[src/rtl/vga_pkg.sv]
// Shared 640x480@60Hz raster constants and receiver state encoding.
// Used by the sync receiver and its edge detector.
package vga_pkg;

    localparam int HD = 640;
    localparam int HF = 16;
    localparam int HB = 48;
    localparam int HR = 96;
    localparam int VD = 480;
    localparam int VF = 10;
    localparam int VB = 33;
    localparam int VR = 2;

    localparam int HT = 800;
    localparam int VT = 525;

    typedef enum logic [1:0] {
        SEARCH,
        TRACK,
        LOCKED
    } rx_state_t;

endpackage

[src/rtl/vga_sync_edge.sv]
// Falling-edge detector for one active-low sync line.
// Optional macro VGA_RX_SYNC_EN adds a two-flop synchronizer in front.
module vga_sync_edge
    import vga_pkg::*;
(
    input  logic clk,
    input  logic rst,
    input  logic i_sync,
    output logic o_fall
);

    logic w_sync;
    logic r_prev;

`ifdef VGA_RX_SYNC_EN
    logic r_meta;
    logic r_sync;

    // Two-stage synchronizer, idles high like an inactive sync line
    always_ff @(posedge clk or posedge rst) begin
        if (rst) begin
            r_meta <= 1'b1;
            r_sync <= 1'b1;
        end else begin
            r_meta <= i_sync;
            r_sync <= r_meta;
        end
    end

    assign w_sync = r_sync;
`else
    assign w_sync = i_sync;
`endif

    // Previous sample for the fall detector
    always_ff @(posedge clk or posedge rst) begin
        if (rst) begin
            r_prev <= 1'b1;
        end else begin
            r_prev <= w_sync;
        end
    end

    assign o_fall = r_prev & ~w_sync;

endmodule

[src/rtl/vga_sync_receiver.sv]
// VGA 640x480 sync receiver: recovers pixel coordinates and timing lock.
// Define VGA_RX_SYNC_EN to synchronize asynchronous sync inputs.
module vga_sync_receiver
    import vga_pkg::*;
#(
    parameter int LOCK_FRAMES  = 2,
    parameter int TIMEOUT_MULT = 2
) (
    input  logic       clk,
    input  logic       rst,
    input  logic       hsync_in,
    input  logic       vsync_in,
    output logic [9:0] pixel_x,
    output logic [9:0] pixel_y,
    output logic       video_on,
    output logic       locked,
    output logic       frame_start,
    output logic       timing_err
);

    localparam int HP_W = $clog2(TIMEOUT_MULT * HT + 2);

    localparam logic [9:0] H_LOAD = 10'(HD + HF);
    localparam logic [9:0] H_MAX  = 10'(HT - 1);
    localparam logic [9:0] V_LOAD = 10'(VD + VF);
    localparam logic [9:0] V_MAX  = 10'(VT - 1);
    localparam logic [9:0] LINES  = 10'(VT);

    localparam logic [HP_W-1:0] HP_GOOD = HP_W'(HT - 1);
    localparam logic [HP_W-1:0] HP_TMO  = HP_W'(TIMEOUT_MULT * HT);
    localparam logic [HP_W-1:0] HP_SAT  = '1;
    localparam logic [9:0]      LC_SAT  = '1;
    localparam logic [3:0]      GOOD_LAST = 4'(LOCK_FRAMES - 1);

    logic w_h_fall;
    logic w_v_fall;

    logic [9:0]      r_h_cnt;
    logic [9:0]      r_v_cnt;
    logic [HP_W-1:0] r_hp_cnt;
    logic [9:0]      r_line_cnt;
    logic            r_h_seen;
    rx_state_t       r_state;
    logic [3:0]      r_good;
    logic            r_frame_bad;
    logic            r_locked;
    logic            r_frame_start;
    logic            r_err;

    logic [9:0] w_h_next;
    logic [9:0] w_v_next;
    logic       w_h_wrap;
    logic       w_h_bad;
    logic       w_tmo;
    logic       w_line_bad;
    logic       w_err;
    logic       w_to_search;
    logic       w_enter_lock;
    logic       w_lock_next;

    vga_sync_edge u_hedge (
        .clk    (clk),
        .rst    (rst),
        .i_sync (hsync_in),
        .o_fall (w_h_fall)
    );

    vga_sync_edge u_vedge (
        .clk    (clk),
        .rst    (rst),
        .i_sync (vsync_in),
        .o_fall (w_v_fall)
    );

    assign w_h_wrap = !w_h_fall && (r_h_cnt == H_MAX);

    assign w_h_next = w_h_fall ? H_LOAD :
                      w_h_wrap ? 10'd0  : r_h_cnt + 10'd1;

    assign w_v_next = w_v_fall ? V_LOAD :
                      !w_h_wrap ? r_v_cnt :
                      (r_v_cnt == V_MAX) ? 10'd0 : r_v_cnt + 10'd1;

    assign w_h_bad    = w_h_fall && r_h_seen && (r_hp_cnt != HP_GOOD);
    assign w_tmo      = !w_h_fall && (r_hp_cnt == HP_TMO);
    assign w_line_bad = w_v_fall && (r_state != SEARCH)
                        && (r_line_cnt != LINES);
    assign w_err      = w_h_bad || w_tmo || w_line_bad;

    assign w_to_search  = w_tmo || ((r_state == LOCKED) && w_err);
    assign w_enter_lock = (r_state == TRACK) && w_v_fall && !w_err
                          && !r_frame_bad && (r_good == GOOD_LAST);
    assign w_lock_next  = ((r_state == LOCKED) && !w_err) || w_enter_lock;

    // Raster position counters, resynchronized on every sync fall
    always_ff @(posedge clk or posedge rst) begin
        if (rst) begin
            r_h_cnt <= '0;
            r_v_cnt <= '0;
        end else begin
            r_h_cnt <= w_h_next;
            r_v_cnt <= w_v_next;
        end
    end

    // Line period and lines-per-frame measurement
    always_ff @(posedge clk or posedge rst) begin
        if (rst) begin
            r_hp_cnt   <= '0;
            r_line_cnt <= '0;
            r_h_seen   <= 1'b0;
        end else begin
            if (w_h_fall) begin
                r_hp_cnt <= '0;
            end else if (r_hp_cnt != HP_SAT) begin
                r_hp_cnt <= r_hp_cnt + 1'b1;
            end

            if (w_v_fall) begin
                r_line_cnt <= w_h_fall ? 10'd1 : 10'd0;
            end else if (w_h_fall && (r_line_cnt != LC_SAT)) begin
                r_line_cnt <= r_line_cnt + 10'd1;
            end

            if (w_to_search) begin
                r_h_seen <= 1'b0;
            end else if (w_h_fall) begin
                r_h_seen <= 1'b1;
            end
        end
    end

    // Lock state machine with registered status outputs
    always_ff @(posedge clk or posedge rst) begin
        if (rst) begin
            r_state       <= SEARCH;
            r_good        <= '0;
            r_frame_bad   <= 1'b0;
            r_locked      <= 1'b0;
            r_frame_start <= 1'b0;
            r_err         <= 1'b0;
        end else begin
            r_locked      <= w_lock_next;
            r_err         <= w_err;
            r_frame_start <= w_lock_next && (w_h_next == 10'd0)
                             && (w_v_next == 10'd0);
            unique case (r_state)
                SEARCH: begin
                    if (w_v_fall && !w_tmo) begin
                        r_state     <= TRACK;
                        r_good      <= '0;
                        r_frame_bad <= 1'b0;
                    end
                end
                TRACK: begin
                    if (w_tmo) begin
                        r_state <= SEARCH;
                        r_good  <= '0;
                    end else if (w_v_fall) begin
                        r_frame_bad <= 1'b0;
                        if (r_frame_bad || w_err) begin
                            r_good <= '0;
                        end else if (r_good == GOOD_LAST) begin
                            r_state <= LOCKED;
                            r_good  <= '0;
                        end else begin
                            r_good <= r_good + 4'd1;
                        end
                    end else if (w_h_bad) begin
                        r_good      <= '0;
                        r_frame_bad <= 1'b1;
                    end
                end
                LOCKED: begin
                    if (w_err) begin
                        r_state <= SEARCH;
                    end
                end
                default: begin
                    r_state <= SEARCH;
                end
            endcase
        end
    end

    assign pixel_x     = r_h_cnt;
    assign pixel_y     = r_v_cnt;
    assign locked      = r_locked;
    assign frame_start = r_frame_start;
    assign timing_err  = r_err;
    assign video_on    = r_locked && (r_h_cnt < 10'(HD))
                         && (r_v_cnt < 10'(VD));

endmodule
[config.mk]
export PLATFORM = sky130hd
export DESIGN_NAME = vga_sync_receiver
export DESIGN_NICKNAME = d
export VERILOG_FILES = /design/src/rtl/vga_pkg.sv /design/src/rtl/vga_sync_edge.sv /design/src/rtl/vga_sync_receiver.sv
export SDC_FILE = /design/constraint.sdc
export NUM_CORES = 1
export LEC_CHECK = 0
export ABC_AREA = 0
export BUFFER_PORTS_ARGS = -buffer_cell sky130_fd_sc_hd__buf_2
export CAP_MARGIN = 0
export CORE_MARGIN = 2
export CORE_UTILIZATION = 45
export CTS_CLUSTER_SIZE = 24
export DETAILED_ROUTE_END_ITERATION = 8
export GPL_TIMING_DRIVEN = 1
export PLACE_DENSITY = 0.64
export SKIP_LAST_GASP = 1
export SLEW_MARGIN = 20
export SYNTH_ARGS = -nofsm -noshare
export SYNTH_HDL_FRONTEND = slang
export SYNTH_SLANG_ARGS = --single-unit
[constraint.sdc]
create_clock -name clk -period 3.9 [get_ports clk]
set_input_delay 0.585 -clock clk [delete_from_list [all_inputs] [get_ports clk]]
set_output_delay 0.585 -clock clk [all_outputs]
set_load 0.01 [all_outputs]
After elaboration in Yosys (flattened, before gate mapping) --
Cells that the tools add are included.
Operators by class: $add $sub $neg 5, order comparisons 2, equality and inequality tests 18, multiplexer cells 31, bitwise operators 4, reductions and logical operators 38
Operators with widths (number):
- $mux 10 | 7
- $add 10x1->10 const B | 3
- $mux 4 | 6
- $mux 11 | 2
- $eq 10x10->1 const B | 2
- $logic_not 10->1 | 2
- $ne 10x10->1 const B | 2
- $logic_and 1x1->1 | 18
- $mux 2 | 6
- $add 11x1->11 const B | 1
- $eq 11x11->1 const B | 1
- $ne 11x10->1 const B | 1
- $ne 11x11->1 const B | 1
- $lt 10x10->1 const B | 1
- $lt 10x9->1 const B | 1
- $reduce_bool 2->1 | 5
- $ne 3x3->1 const B | 3
- $pmux 4 s2 | 1
- $mux 1 | 7
- $ne 2x2->1 const B | 3
- $pmux 2 s3 | 1
- $logic_or 1x1->1 | 5
- $reduce_and 5->1 | 1
- $add 4x1->4 const B | 1
- 12 further kinds | 17
Storage, ports and cells: register bits after elaboration 54, input bits 4, word-level logic and storage cells 111

Depth between registers and ports, before layout --
Gate-level depths: netlist (run 1).
depth in word-level cells 13, gate-level depth with buffers 8, gate-level depth less buffers 8

Cells and area by module --
A second synthesis (run 1) with hierarchy kept.
Unflattened totals: cells, all modules 328, area total of the unflattened synthesis 3079.2 µm²
By module, submodules not included:
- vga_sync_receiver | instances 1, cells an instance 322, area each 2991.6 µm², sequential area each 1301.2 µm²
- vga_sync_edge | instances 2, cells an instance 3, area each 43.8 µm², sequential area each 26.3 µm²

Worst setup path before layout (run 1) --
OpenSTA, ideal clock, no wires.
path kind register to register, start reg r_h_cnt[0], in the netlist pixel_x[0], end reg r_frame_start, in the netlist frame_start, library setup time 0.096 ns, data arrival time 2.333 ns, setup slack 1.471 ns, stages on the path, launching flop included 9, clock period less this slack 2.429 ns, cell sequence dfrtp_1 -> ha_1 -> nand4_4 -> or4_1 -> clkbuf_2 -> o21a_1 -> a211oi_2 -> o2111ai_1 -> nor4_2
On the way: word-level cells in the longest chain between the ends 7, elaborated cells on any way between the ends 11, classes of those cells 1 x add/sub; 1 x eq/ne; 4 x mux; 5 x reduce/logical
Ends and longest elaborated chain:
- start, declared | RTL line vga_sync_receiver.sv:38 | logic [9:0] r_h_cnt;
- start signal, assigned | RTL line vga_sync_receiver.sv:101 | r_h_cnt <= w_h_next;
- branches (longest 6 deep; another with $add 10x1->10)
- $logic_and 1x1->1 (*) | RTL line vga_sync_receiver.sv:146 | && (w_v_next == 10'd0);
- end signal, assigned | RTL line vga_sync_receiver.sv:145 | r_frame_start <= w_lock_next && (w_h_next == 10'd0)
- end, declared | RTL line vga_sync_receiver.sv:47 | logic r_frame_start;
Mark *: on every way between the ends. A chain may end at the register's enable or synchronous reset.

Worst setup path after layout (run 1) --
Same ends and word-level chain as after synthesis.

==> out/results.ini, run 1 <==
[drt]
route.antenna.remaining_nets = 0
drt_drc_violations_left = 0
vias_per_cell = 5.713
wl_per_cell_um = 14.86
routed_wire_length_mm = 6.166
vias = 2371
detail_route.first_pass.iterations = 4
initial_drc_count = 104

[placed_design]
port_buffers = 27
gp_congestion = 0.8594
dp.final_hpwl_mm = 4.398
postPlaceCellArea_sq_um = 3173
dp_cells = 407

[yosys]
synthesis.area_per_instance_sq_um = 9.492
ys_ff_latch = 54
ys_dominant_reg_cell = sky130_fd_sc_hd__dfrtp_1
ys_top_cells_by_area = sky130_fd_sc_hd__dfrtp_1 (44%), sky130_fd_sc_hd__nor2_1 (4.5%), sky130_fd_sc_hd__xor2_1 (3.8%), sky130_fd_sc_hd__ha_1 (3.8%), sky130_fd_sc_hd__xnor2_1 (3.2%)
yosys_warns = 0
synthDominantAreaCellType = sky130_fd_sc_hd__dfrtp_1
synth.cell_area_sq_um = 2980
post-synth-top-count-cell = sky130_fd_sc_hd__dfrtp_1
synth_cells = 314
count_of_flip_flops_with_a_built_in_enable_after_synthesis = 0
asyncSetResetFlopFracSynth_pct = 100.0
synth_seq_area_share_pct = 45.42
fraction_of_post_synthesis_cell_area_in_the_top_cell_type_by_area_pct = 43.66
synthesis.nets = 327
yosysUniqueCellTypes = 57
synth_commonest_cells = sky130_fd_sc_hd__dfrtp_1 (52), sky130_fd_sc_hd__nor2_1 (36), sky130_fd_sc_hd__nand2_1 (19)

[sta]
timing_worst_slew_pin_value_ns = 0.6716
fmaxAchievable_mhz = 385.0
fin_skew_ns = 0.007521
pins_over_slew_limit = 0
grt_setup_unrepaired = false
minimum_period_implied_by_the_final_worst_setup_slack_ns = 2.597
totalNegativeSetupSlack_ns = 0
final_hold_viol_count = 0
max-slew-margin-rel_pct = 54.84
timing.final.crit_share_pct = 66.60
worst_hold_slack_ns = 0.3071
report.final.setup_viol = 0

[clocking]
tritoncts_num_sinks = 54
tritoncts = done
ctsLongestPathBuffers = 2
clock_latency_ns = 0.30
h-tree-depth = 2
postCtsSetupBuffers = 0
ctsHoldBuffers = 0
clock-root-buffer = sky130_fd_sc_hd__clkbuf_8
cts_clock_pin_slew_for_the_worst_setup_and_hold_paths_ns = 0.10
post_cts.resized_instances = 0
cts_buffers = 5

[run]
cap_viol_max_count = 0

[floorplan]
floorplan.io_pins = 28
core-area_sq_um = 6386
dieArea_sq_um = 7290
initial_utilization_pct = 46.67
fp.dieW_um = 85.38
chipHeight_um = 85.38
fp-row-count = 29

[critical_path]
worstPathMaxFanout = 7
critPathKind = flip-flop to flip-flop
setup.worst_path.end_class = flip-flop
cp.required_ns = 4.11
critPathSlowestCell = sky130_fd_sc_hd__or4_1
worst_ep_arrival_time_ns = 2.81
cp_cell_sequence = ha_1, nand4_4, or4_1, o21a_1, a211oi_2, o2111ai_1, nor4_2
timing.critical_path.from_type = flip-flop
critical_path.max_stage_delay_ns = 0.67

[global_route]
first_global_vias = 2276
gr-usage-all-layers_pct = 18.01
grt_pass1_wl_mm = 10.77
antenna_found_initial = 0
grt.overflow.total = 0
grt_max_degree = 31

[finish]
area.growth.synth_to_final_pct = 10.16
multiInputGateArea_sq_um = 1505
antenna_cells = 0
regArea_sq_um = 1354
filler_cell_count = 613
final_layout_net_count = 350
stdcell_count = 415
final_util_pct = 51.41
post_route_standard_cell_area_excluding_fillers_sq_um = 3283
drive_gt1_share_pct = 15.09

[power]
ir_worst_vdd_mv = 0.2152
cellLeakagePower_nw = 1.416
power.density_nw_per_um2 = 385.6

[outcome]
run_status = finished clean

[hold_path]
worst_min_delay_path_class = input pin to asynchronous set/reset pin

-- metal layers --
metal	share of wire (%)	routed length (um)	vias up	global-route usage, %
met5	0	0	-	0
met4	0.47	29	0	5.339
met3	3.3	201	2	3.210
met2	47	2916	34	29.05
met1	49	3018	1153	24.88
li1	-	-	1182	-
-- state kept, by name (all words and copies together), names as in the netlist --
name            flops
r_frame_bad         1
r_h_seen            1
timing_err          1
frame_start         1
u_hedge.r_prev      1
pixel_x            10
pixel_y            10
u_vedge.r_prev      1
r_state             2
r_line_cnt         10
locked              1
r_hp_cnt           11
r_good              4
-- worst paths after layout --
path,startpoint,endpoint,slack [ns],depth (start not counted)
max,pixel_x[0],frame_start,1.30,7
min,rst,pixel_x[2],0.31,2
max reg2reg,pixel_x[0],frame_start,1.30,7
min reg2reg,r_hp_cnt[2],r_hp_cnt[2],0.52,1
max in group asynchronous,rst,r_line_cnt[1],2.82,3
min in group clk,hsync_in,u_hedge.r_prev,0.40,1
-- cell type report --
| cell class | instances | share of cell area, % |
|---|---|---|
| inverter | 14 | 1.601 |
| tap | 77 | 2.934 |
| clock buffer | 6 | 2.210 |
| clock inverter | 2 | 1.143 |
| sequential | 54 | 41.23 |
| multi-input combinational | 231 | 45.85 |
| timing repair buffer | 31 | 5.030 |
-- worst max-delay path, delay by kind of cell, from the launching register on --
family          cells  cell delay (ns)
fa+ha+maj           1             0.34
compound gates      3             0.61
simple gates        3             1.13
flops               1             0.43
-- cell usage in the layout, fill, tap and decap left out, types with 3 or more instances in the layout --
cell	synthesis	layout
sky130_fd_sc_hd__inv_1	14	13
sky130_fd_sc_hd__buf_4	1	4
sky130_fd_sc_hd__nor2_1	36	36
sky130_fd_sc_hd__o41ai_1	4	4
sky130_fd_sc_hd__xnor2_1	11	11
sky130_fd_sc_hd__o2111a_1	3	3
sky130_fd_sc_hd__xor2_1	13	13
sky130_fd_sc_hd__clkbuf_8	0	5
sky130_fd_sc_hd__and4_1	4	4
sky130_fd_sc_hd__o21ai_0	15	15
sky130_fd_sc_hd__a21oi_1	10	10
sky130_fd_sc_hd__nor3_1	11	11
sky130_fd_sc_hd__nor4_1	5	5
sky130_fd_sc_hd__nand4_1	14	14
sky130_fd_sc_hd__nand3_1	13	13
sky130_fd_sc_hd__nand2_1	19	19
sky130_fd_sc_hd__a31oi_1	6	6
sky130_fd_sc_hd__buf_2	5	27
sky130_fd_sc_hd__nand2b_1	10	10
sky130_fd_sc_hd__dfrtp_1	52	52
sky130_fd_sc_hd__ha_1	9	9
sky130_fd_sc_hd__and3_1	6	6
-- power breakdown --
group	total, mW	leakage [nW]	switching (mW)	internal, mW
Clock	0.368	0.0514	0.177	0.192
Combinational	0.211	0.690	0.117	0.0934
Sequential	0.687	0.674	0.0754	0.612
-- metrics by stage --
| step | worst slack [ns] | total power [mW] |
|---|---|---|
| 2_1_floorplan | 1.471 | 0.8492 |
| 3_3_place_gp | 1.376 | 0.9067 |
| 3_5_place_dp | 1.311 | 0.9112 |
| 4_1_cts | 1.304 | 1.287 |
| 5_1_grt | 1.001 | 1.350 |
| 6_report | 1.303 | 1.266 |
-- cells by family after synthesis --
| kind of cell | after synthesis | synth area share [%] |
|---|---|---|
| simple gates | 138 | 25.44 |
| compound gates | 58 | 13.52 |
| flops | 54 | 45.42 |
| buf+inv | 29 | 4.072 |
| xor+xnor | 24 | 7.053 |
| fa+ha+maj | 9 | 3.778 |
| mux | 2 | 0.7137 |
(Power assumes the default switching activity.)
==> run 2, diff against run 1 <==
- ABC_AREA: 0 -> 1
- PLACE_DENSITY: 0.64 -> 0.66
- clock period: 3.9 -> 2.35 ns (I/O delays scaled with it)
==> run 2 against run 1 <==
  * First-iteration DRC count rose by 26%
  * Global-route usage rose by 0.34 points
  * Routed wire length rose by 11%
  * Combinational power rose by 110%
  * Total power rose by 74%
  * Clock skew rose by 0.0030 ns
  * Largest cell class unchanged
  * Largest power group unchanged
==> out/results.ini, run 2 <==
[floorplan]
fp.dieW_um = 88.29  ; +3.4%
fp-row-count = 30  ; +3.4%
core-area_sq_um = 6832  ; +7.0%
chipHeight_um = 88.29  ; +3.4%
dieArea_sq_um = 7794  ; +6.9%
initial_utilization_pct = 46.79  ; +0.13 points
floorplan.io_pins = 28  ; unchanged

[sta]
fin_skew_ns = 0.01054  ; +0.003015 ns
timing.final.crit_share_pct = 83.60  ; +17 points
final_critical_path_setup_slack_ns = 0.3854  ; -0.9173 ns
max-slew-margin-rel_pct = 52.15  ; -2.7 points
pins_over_slew_limit = 0  ; unchanged
grt_setup_unrepaired = false
timing_worst_slew_pin_value_ns = 0.7163  ; +0.04465 ns
totalNegativeSetupSlack_ns = 0  ; unchanged
fmaxAchievable_mhz = 509.0  ; +32%
minimum_period_implied_by_the_final_worst_setup_slack_ns = 1.965  ; -0.6327 ns
final_hold_viol_count = 0  ; unchanged
report.final.setup_viol = 0  ; unchanged

[finish]
final_cell_mix = sky130_fd_sc_hd__nand2_1 (108), sky130_fd_sc_hd__inv_1 (56), sky130_fd_sc_hd__nor2_1 (55)
mostFrequentLayoutCell = sky130_fd_sc_hd__nand2_1
antenna_cells = 0  ; unchanged
drive_gt1_share_pct = 15.15  ; +0.063 points
area.growth.synth_to_final_pct = 11.94
largest_register_ffs = 11  ; unchanged
max_flop_register = r_hp_cnt
filler_cell_count = 671  ; +9.5%
final_layout_net_count = 474  ; +35%

[power]
cellLeakagePower_nw = 1.776  ; +25%
power.density_nw_per_um2 = 615.3  ; +60%
fin_total_pwr_mw = 2.202  ; +74%
ir_worst_vdd_mv = 0.2639  ; +23%

[critical_path]
timing.critical_path.from_type = flip-flop
critPathKind = flip-flop to flip-flop
cp.required_ns = 2.60  ; -1.51 ns
setup.worst_path.end_class = flip-flop
worstPathMaxFanout = 14  ; +7
worst_ep_arrival_time_ns = 2.21  ; -0.60 ns

[yosys]
synth_commonest_cells = sky130_fd_sc_hd__nand2_1 (108), sky130_fd_sc_hd__inv_1 (57), sky130_fd_sc_hd__nor2_1 (55)
yosysUniqueCellTypes = 38  ; -33%
ys_top_cells_by_area = sky130_fd_sc_hd__dfrtp_1 (41%), sky130_fd_sc_hd__nand2_1 (13%), sky130_fd_sc_hd__inv_1 (6.7%), sky130_fd_sc_hd__nor2_1 (6.5%), sky130_fd_sc_hd__nand3_1 (5.3%)
count_of_flip_flops_with_a_built_in_enable_after_synthesis = 0  ; unchanged
synthesis.nets = 440  ; +35%
ys_ff_latch = 54  ; unchanged
yosys_warns = 0  ; unchanged
post-synth-top-count-cell = sky130_fd_sc_hd__nand2_1
synth_cells = 427  ; +36%
fraction_of_post_synthesis_cell_area_in_the_top_cell_type_by_area_pct = 40.70  ; -3.0 points
synthesis.area_per_instance_sq_um = 7.487  ; -21%
synth_seq_area_share_pct = 42.35  ; -3.1 points
asyncSetResetFlopFracSynth_pct = 100.0  ; unchanged
synth.cell_area_sq_um = 3197  ; +7.3%
ys_dominant_reg_cell = sky130_fd_sc_hd__dfrtp_1
synthDominantAreaCellType = sky130_fd_sc_hd__dfrtp_1

[clocking]
h-tree-depth = 2  ; unchanged
postCtsSetupBuffers = 0  ; unchanged
cts_clock_pin_slew_for_the_worst_setup_and_hold_paths_ns = 0.10  ; about the same
clock_latency_ns = 0.31  ; about the same
tritoncts = done
ctsHoldBuffers = 1  ; +1
clock-root-buffer = sky130_fd_sc_hd__clkbuf_8
post_cts.resized_instances = 0  ; unchanged
ctsLongestPathBuffers = 2  ; unchanged
tritoncts_num_sinks = 54  ; unchanged
cts_buffers = 5  ; unchanged

[global_route]
antenna_found_initial = 0  ; unchanged
gr-usage-all-layers_pct = 18.36  ; +0.34 points
grt.overflow.total = 0  ; unchanged
grt_max_degree = 26  ; -16%
first_global_vias = 2573  ; +13%
grt_pass1_wl_mm = 11.36  ; +5.5%

[drt]
vias = 2823  ; +19%
initial_drc_count = 131  ; +26%
wl_per_cell_um = 12.25  ; -18%
detail_route.first_pass.iterations = 5  ; +1
m1_wire_length_mm = 3.276  ; +8.5%
drt_drc_violations_left = 0  ; unchanged
routed_wire_length_mm = 6.838  ; +11%
detailroute.wirelength.met2_mm = 3.292  ; +13%
highest_layer = met4
vias_per_cell = 5.059  ; -11%
route.antenna.remaining_nets = 0  ; unchanged
wl_met3_um = 184  ; -8.5%

[run]
cap_viol_max_count = 0  ; unchanged

[placed_design]
dp_worst_setup_slack_ns = 0.3872  ; -0.9241 ns
gp_congestion = 0.8457  ; -1.6%
port_buffers = 27  ; unchanged
dp.final_hpwl_mm = 5.282  ; +20%

[hold_path]
worst_min_delay_path_class = input pin to flip-flop

[outcome]
run_status = finished clean

==> run 2: cell types whose count changed after synthesis, sizes merged, moves of 4 or more <==
cell / before / now
clkbuf: 9 / 1
o41ai: 4 / 0
and3: 6 / 0
nand4: 15 / 7
nand2b: 10 / 0
nor2: 36 / 66
inv: 14 / 58
nand3: 13 / 37
xnor2: 11 / 1
nor4: 7 / 2
xor2: 13 / 8
nand2: 19 / 115
a21oi: 10 / 19
and4: 4 / 0
==> run 2: path summary, 6_finish.rpt <==
kind	slack [ns]	from	cells after the start	endpoint
setup / recovery	0.39	pixel_x[0]	11	frame_start
hold / removal	0.15	vsync_in	1	u_vedge.r_prev
setup reg to reg	0.39	pixel_x[0]	11	frame_start
hold reg to reg	0.49	r_line_cnt[3]	1	r_line_cnt[3]
max in group asynchronous	1.20	rst	4	u_vedge.r_prev
min in group asynchronous	0.51	rst	3	pixel_y[4]
==> run 2: metrics by stage <==
step	std cells	utilization, %	instance area, sq um	hold slack [ns]
global placement	549	50.53	3452	0.3030
floorplan	427	-	3197	0.3570
CTS	558	52.38	3578	0.1421
global route	558	52.38	3578	0.1350
detailed placement	549	50.53	3452	0.2997
finish	558	52.38	3578	0.1472
==> run 2: where the power goes <==
group	internal (mW)	switching (mW)	total [mW]
registers	1.02	0.0995	1.12
clock network	0.323	0.318	0.642
logic	0.154	0.286	0.440
==> run 2: area by class of cell <==
class	count	area, sq um	share of cell area [%]
clock inverter	3	47.55	1.329
inverter	58	217.7	6.084
sequential	54	1354	37.83
clock buffer	5	68.82	1.923
multi-input combinational	309	1588	44.37
tap	96	120.1	3.357
timing repair buffer	33	182.7	5.105
==> run 2: kinds of logic after synthesis <==
kind of cell	synth area share (%)
AOI/OAI and AO/OA	9.198
xor gates and xnor gates	2.466
adders and majority gates	3.523
buffers and inverters	7.984
DFF	42.35
and+or+nand+nor	34.48
==> run 2: critical path, stage by stage, from the launching register on <==
cell and delay [ns]:
sky130_fd_sc_hd__dfrtp_1 0.42, sky130_fd_sc_hd__ha_1 0.25, sky130_fd_sc_hd__nand2_2 0.12, sky130_fd_sc_hd__nor2_8 0.17
sky130_fd_sc_hd__nand3_4 0.20, sky130_fd_sc_hd__nand2_1 0.13, sky130_fd_sc_hd__nand3_2 0.10, sky130_fd_sc_hd__nor2_2 0.17
sky130_fd_sc_hd__nand2_1 0.08, sky130_fd_sc_hd__nor2_2 0.08, sky130_fd_sc_hd__nand2_1 0.05, sky130_fd_sc_hd__nor2_1 0.11
==> run 2: layer usage <==
metal	vias up	track usage, %
li1	1433	-
met1	1323	24.88
met2	58	31.10
met3	9	2.519
met4	0	4.959
met5	-	0
==> run 3, diff against run 2 <==
- ABC_AREA: 1 -> 0
- PLACE_DENSITY: 0.66 -> 0.67
- clock period: 2.35 -> 1.7 ns (I/O delays scaled with it)
==> run 3 against run 2 <==
  * The flow now finishes with violations (setup timing)
  * Cell count decreased by 3.8%
  * Largest power group unchanged
  * Total power increased by 57%
  * Design area increased by 27%
  * Routed wire length increased by 26%
==> out/results.ini, run 3 (same netlist as run 1, synthesis figures left out) <==
[critical_path]
r2r_cells = 8  ; -3
cp.required_ns = 1.93  ; -0.67 ns
timing.critical_path.from_type = flip-flop
worstPathMaxFanout = 2  ; -12
worst_ep_arrival_time_ns = 2.45  ; +0.24 ns
critPathKind = flip-flop to flip-flop
setup.worst_path.end_class = flip-flop

[power]
power_report.internal_total_mw = 2.420  ; +62%
cellLeakagePower_nw = 2.106  ; +19%
power.density_nw_per_um2 = 759.3  ; +23%
power_frac_clock_pct = 26.1  ; -3.0 points
power.share.combinational_pct = 29.7  ; +9.7 points
fin_total_pwr_mw = 3.461  ; +57%
power_frac_seq_pct = 44.2  ; -6.7 points
switching_power_mw = 1.041  ; +48%
ir_worst_vdd_mv = 0.5412  ; +110%
switching_share_pct = 30.09  ; -1.9 points

[drt]
wl_per_cell_um = 15.98  ; +30%
vias = 2997  ; +6.2%
routed_wire_length_mm = 8.582  ; +26%
initial_drc_count = 167  ; +27%
route.antenna.remaining_nets = 0  ; unchanged
detail_route.first_pass.iterations = 5  ; unchanged
drt_drc_violations_left = 0  ; unchanged
vias_per_cell = 5.581  ; +10%

[hold_path]
worst_min_delay_path_class = input pin to flip-flop
hold_path_depth = 2  ; +1

[floorplan]
initial_utilization_pct = 46.67  ; -0.13 points
fp.dieW_um = 85.38  ; -3.3%
floorplan.io_pins = 28  ; unchanged
chipHeight_um = 85.38  ; -3.3%
dieArea_sq_um = 7290  ; -6.5%
fp-row-count = 29  ; -3.3%
core-area_sq_um = 6386  ; -6.5%

[run]
cap_viol_max_count = 0  ; unchanged

[global_route]
gr-usage-all-layers_pct = 23.59  ; +5.2 points
grt.overflow.total = 0  ; unchanged
grt_pass1_wl_mm = 13.66  ; +20%
grt_max_degree = 55  ; +110%
antenna_found_initial = 0  ; unchanged
first_global_vias = 2945  ; +14%

[sta]
final_hold_viol_count = 0  ; unchanged
timing_worst_slew_pin_value_ns = 0.3535  ; -0.3628 ns
grt_setup_unrepaired = true
report.final.setup_viol = 33  ; +33
timing.final.crit_share_pct = 130.4  ; +47 points
max-slew-margin-rel_pct = 76.18  ; +24 points
fmaxAchievable_mhz = 451.1  ; -11%
fin_skew_ns = 0.01464  ; +0.004108 ns
worst_hold_slack_ns = 0.1583  ; +0.01105 ns
minimum_period_implied_by_the_final_worst_setup_slack_ns = 2.217  ; +0.2520 ns
final_critical_path_setup_slack_ns = -0.5166  ; -0.9020 ns
pins_over_slew_limit = 0  ; unchanged

[clocking]
h-tree-depth = 2  ; unchanged
cts_buffers = 5  ; unchanged
ctsLongestPathBuffers = 2  ; unchanged
clock_latency_ns = 0.31  ; about the same
tritoncts = done
cts_clock_pin_slew_for_the_worst_setup_and_hold_paths_ns = 0.10  ; about the same
tritoncts_num_sinks = 54  ; unchanged
clock-root-buffer = sky130_fd_sc_hd__clkbuf_8

[placed_design]
dp_worst_setup_slack_ns = -0.6151  ; -1.002 ns
gp_congestion = 0.8691  ; +2.8%
postPlaceCellArea_sq_um = 3983  ; +15%
port_buffers = 27  ; unchanged
dp.final_hpwl_mm = 5.473  ; +3.6%

[finish]
final_cell_mix = sky130_fd_sc_hd__buf_4 (104), sky130_fd_sc_hd__dfrtp_1 (48), sky130_fd_sc_hd__nor2_1 (35)
max_flop_register = r_hp_cnt
filler_cell_count = 449  ; -33%
post_route_standard_cell_area_excluding_fillers_sq_um = 4558  ; +27%
drive_gt1_share_pct = 45.65  ; +31 points
mostFrequentLayoutCell = sky130_fd_sc_hd__buf_4
area.growth.synth_to_final_pct = 52.94
antenna_cells = 0  ; unchanged
final_util_pct = 71.38  ; +19 points
final_layout_net_count = 472  ; -0.42%
largest_register_ffs = 11  ; unchanged

[outcome]
run_status = finished with violations
violations = setup timing

==> run 3: cell types whose count changed in the layout (fill, tap and decap cells not counted), moves of 10 or more <==
| cell | before | now |
|---|---|---|
| sky130_fd_sc_hd__nor2_1 | 55 | 35 |
| sky130_fd_sc_hd__nand3_1 | 34 | 12 |
| sky130_fd_sc_hd__buf_6 | 0 | 20 |
| sky130_fd_sc_hd__xnor2_1 | 1 | 11 |
| sky130_fd_sc_hd__nand2_1 | 108 | 16 |
| sky130_fd_sc_hd__buf_4 | 5 | 104 |
| sky130_fd_sc_hd__inv_1 | 56 | 12 |
==> run 3: path summary, 6_finish.rpt <==
check                                start              to  slack (ns)
worst max-delay path             r_good[1]     frame_start       -0.52
worst min-delay path              vsync_in  u_vedge.r_prev        0.16
worst max register to register   r_good[1]     frame_start       -0.52
worst min register to register  r_state[0]      r_state[0]        0.58
max in group asynchronous              rst  u_vedge.r_prev        0.86
min in group asynchronous              rst      pixel_x[3]        0.52
==> run 3: power groups by stage <==
| stage | combinational (mW) | sequential [mW] | clock, mW |
|---|---|---|---|
| global placement | 0.835 | 1.53 | 0 |
| detailed placement | 0.863 | 1.54 | 0 |
| finish | 1.03 | 1.53 | 0.904 |
| CTS | 0.946 | 1.52 | 0.932 |
| global route | 1.13 | 1.55 | 0.977 |
| floorplan | 0.456 | 1.57 | 0 |
==> run 3: per-stage QoR <==
step / instances / setup TNS (ns)
after floorplan: 314 / -1.890
after global placement: 499 / -5.815
after detailed placement: 499 / -6.645
after CTS: 522 / -3.987
after global routing: 537 / -9.189
final: 537 / -6.360
==> run 3: critical path, stage by stage, from the launching register on <==
cell                       delay, ns
sky130_fd_sc_hd__dfrtp_1        0.39
sky130_fd_sc_hd__inv_1          0.06
sky130_fd_sc_hd__ha_1           0.16
sky130_fd_sc_hd__or3b_4         0.40
sky130_fd_sc_hd__o41ai_4        0.24
sky130_fd_sc_hd__o2111a_1       0.31
sky130_fd_sc_hd__o2111a_1       0.21
sky130_fd_sc_hd__nand4_1        0.11
sky130_fd_sc_hd__nor4_2         0.27
==> run 3: area by class of cell <==
type                            count  area, sq um  area share, %
Multi-Input combinational cell    231         1763          38.68
Timing Repair Buffer              153         1171          25.69
Clock inverter                      1        30.03         0.6588
Sequential cell                    54         1359          29.81
Inverter                           14        52.55          1.153
Tap cell                           77        96.34          2.114
Clock buffer                        7        86.33          1.894
==> run 3: layer usage <==
metal	GRT usage, %	share of wire (%)
met5	0	0
met4	8.947	1.8
met2	40.13	51
met3	4.475	4.2
met1	29.79	43
==> run 3: repair_timing <==
action                                 in CTS  in global routing
setup endpoints to repair                  31                 37
buffers inserted                           17                 21
pin swaps                                  20                 14
endpoints found under the hold margin      42                  0
resized for setup                          28                 27
hold buffers                                1                  0
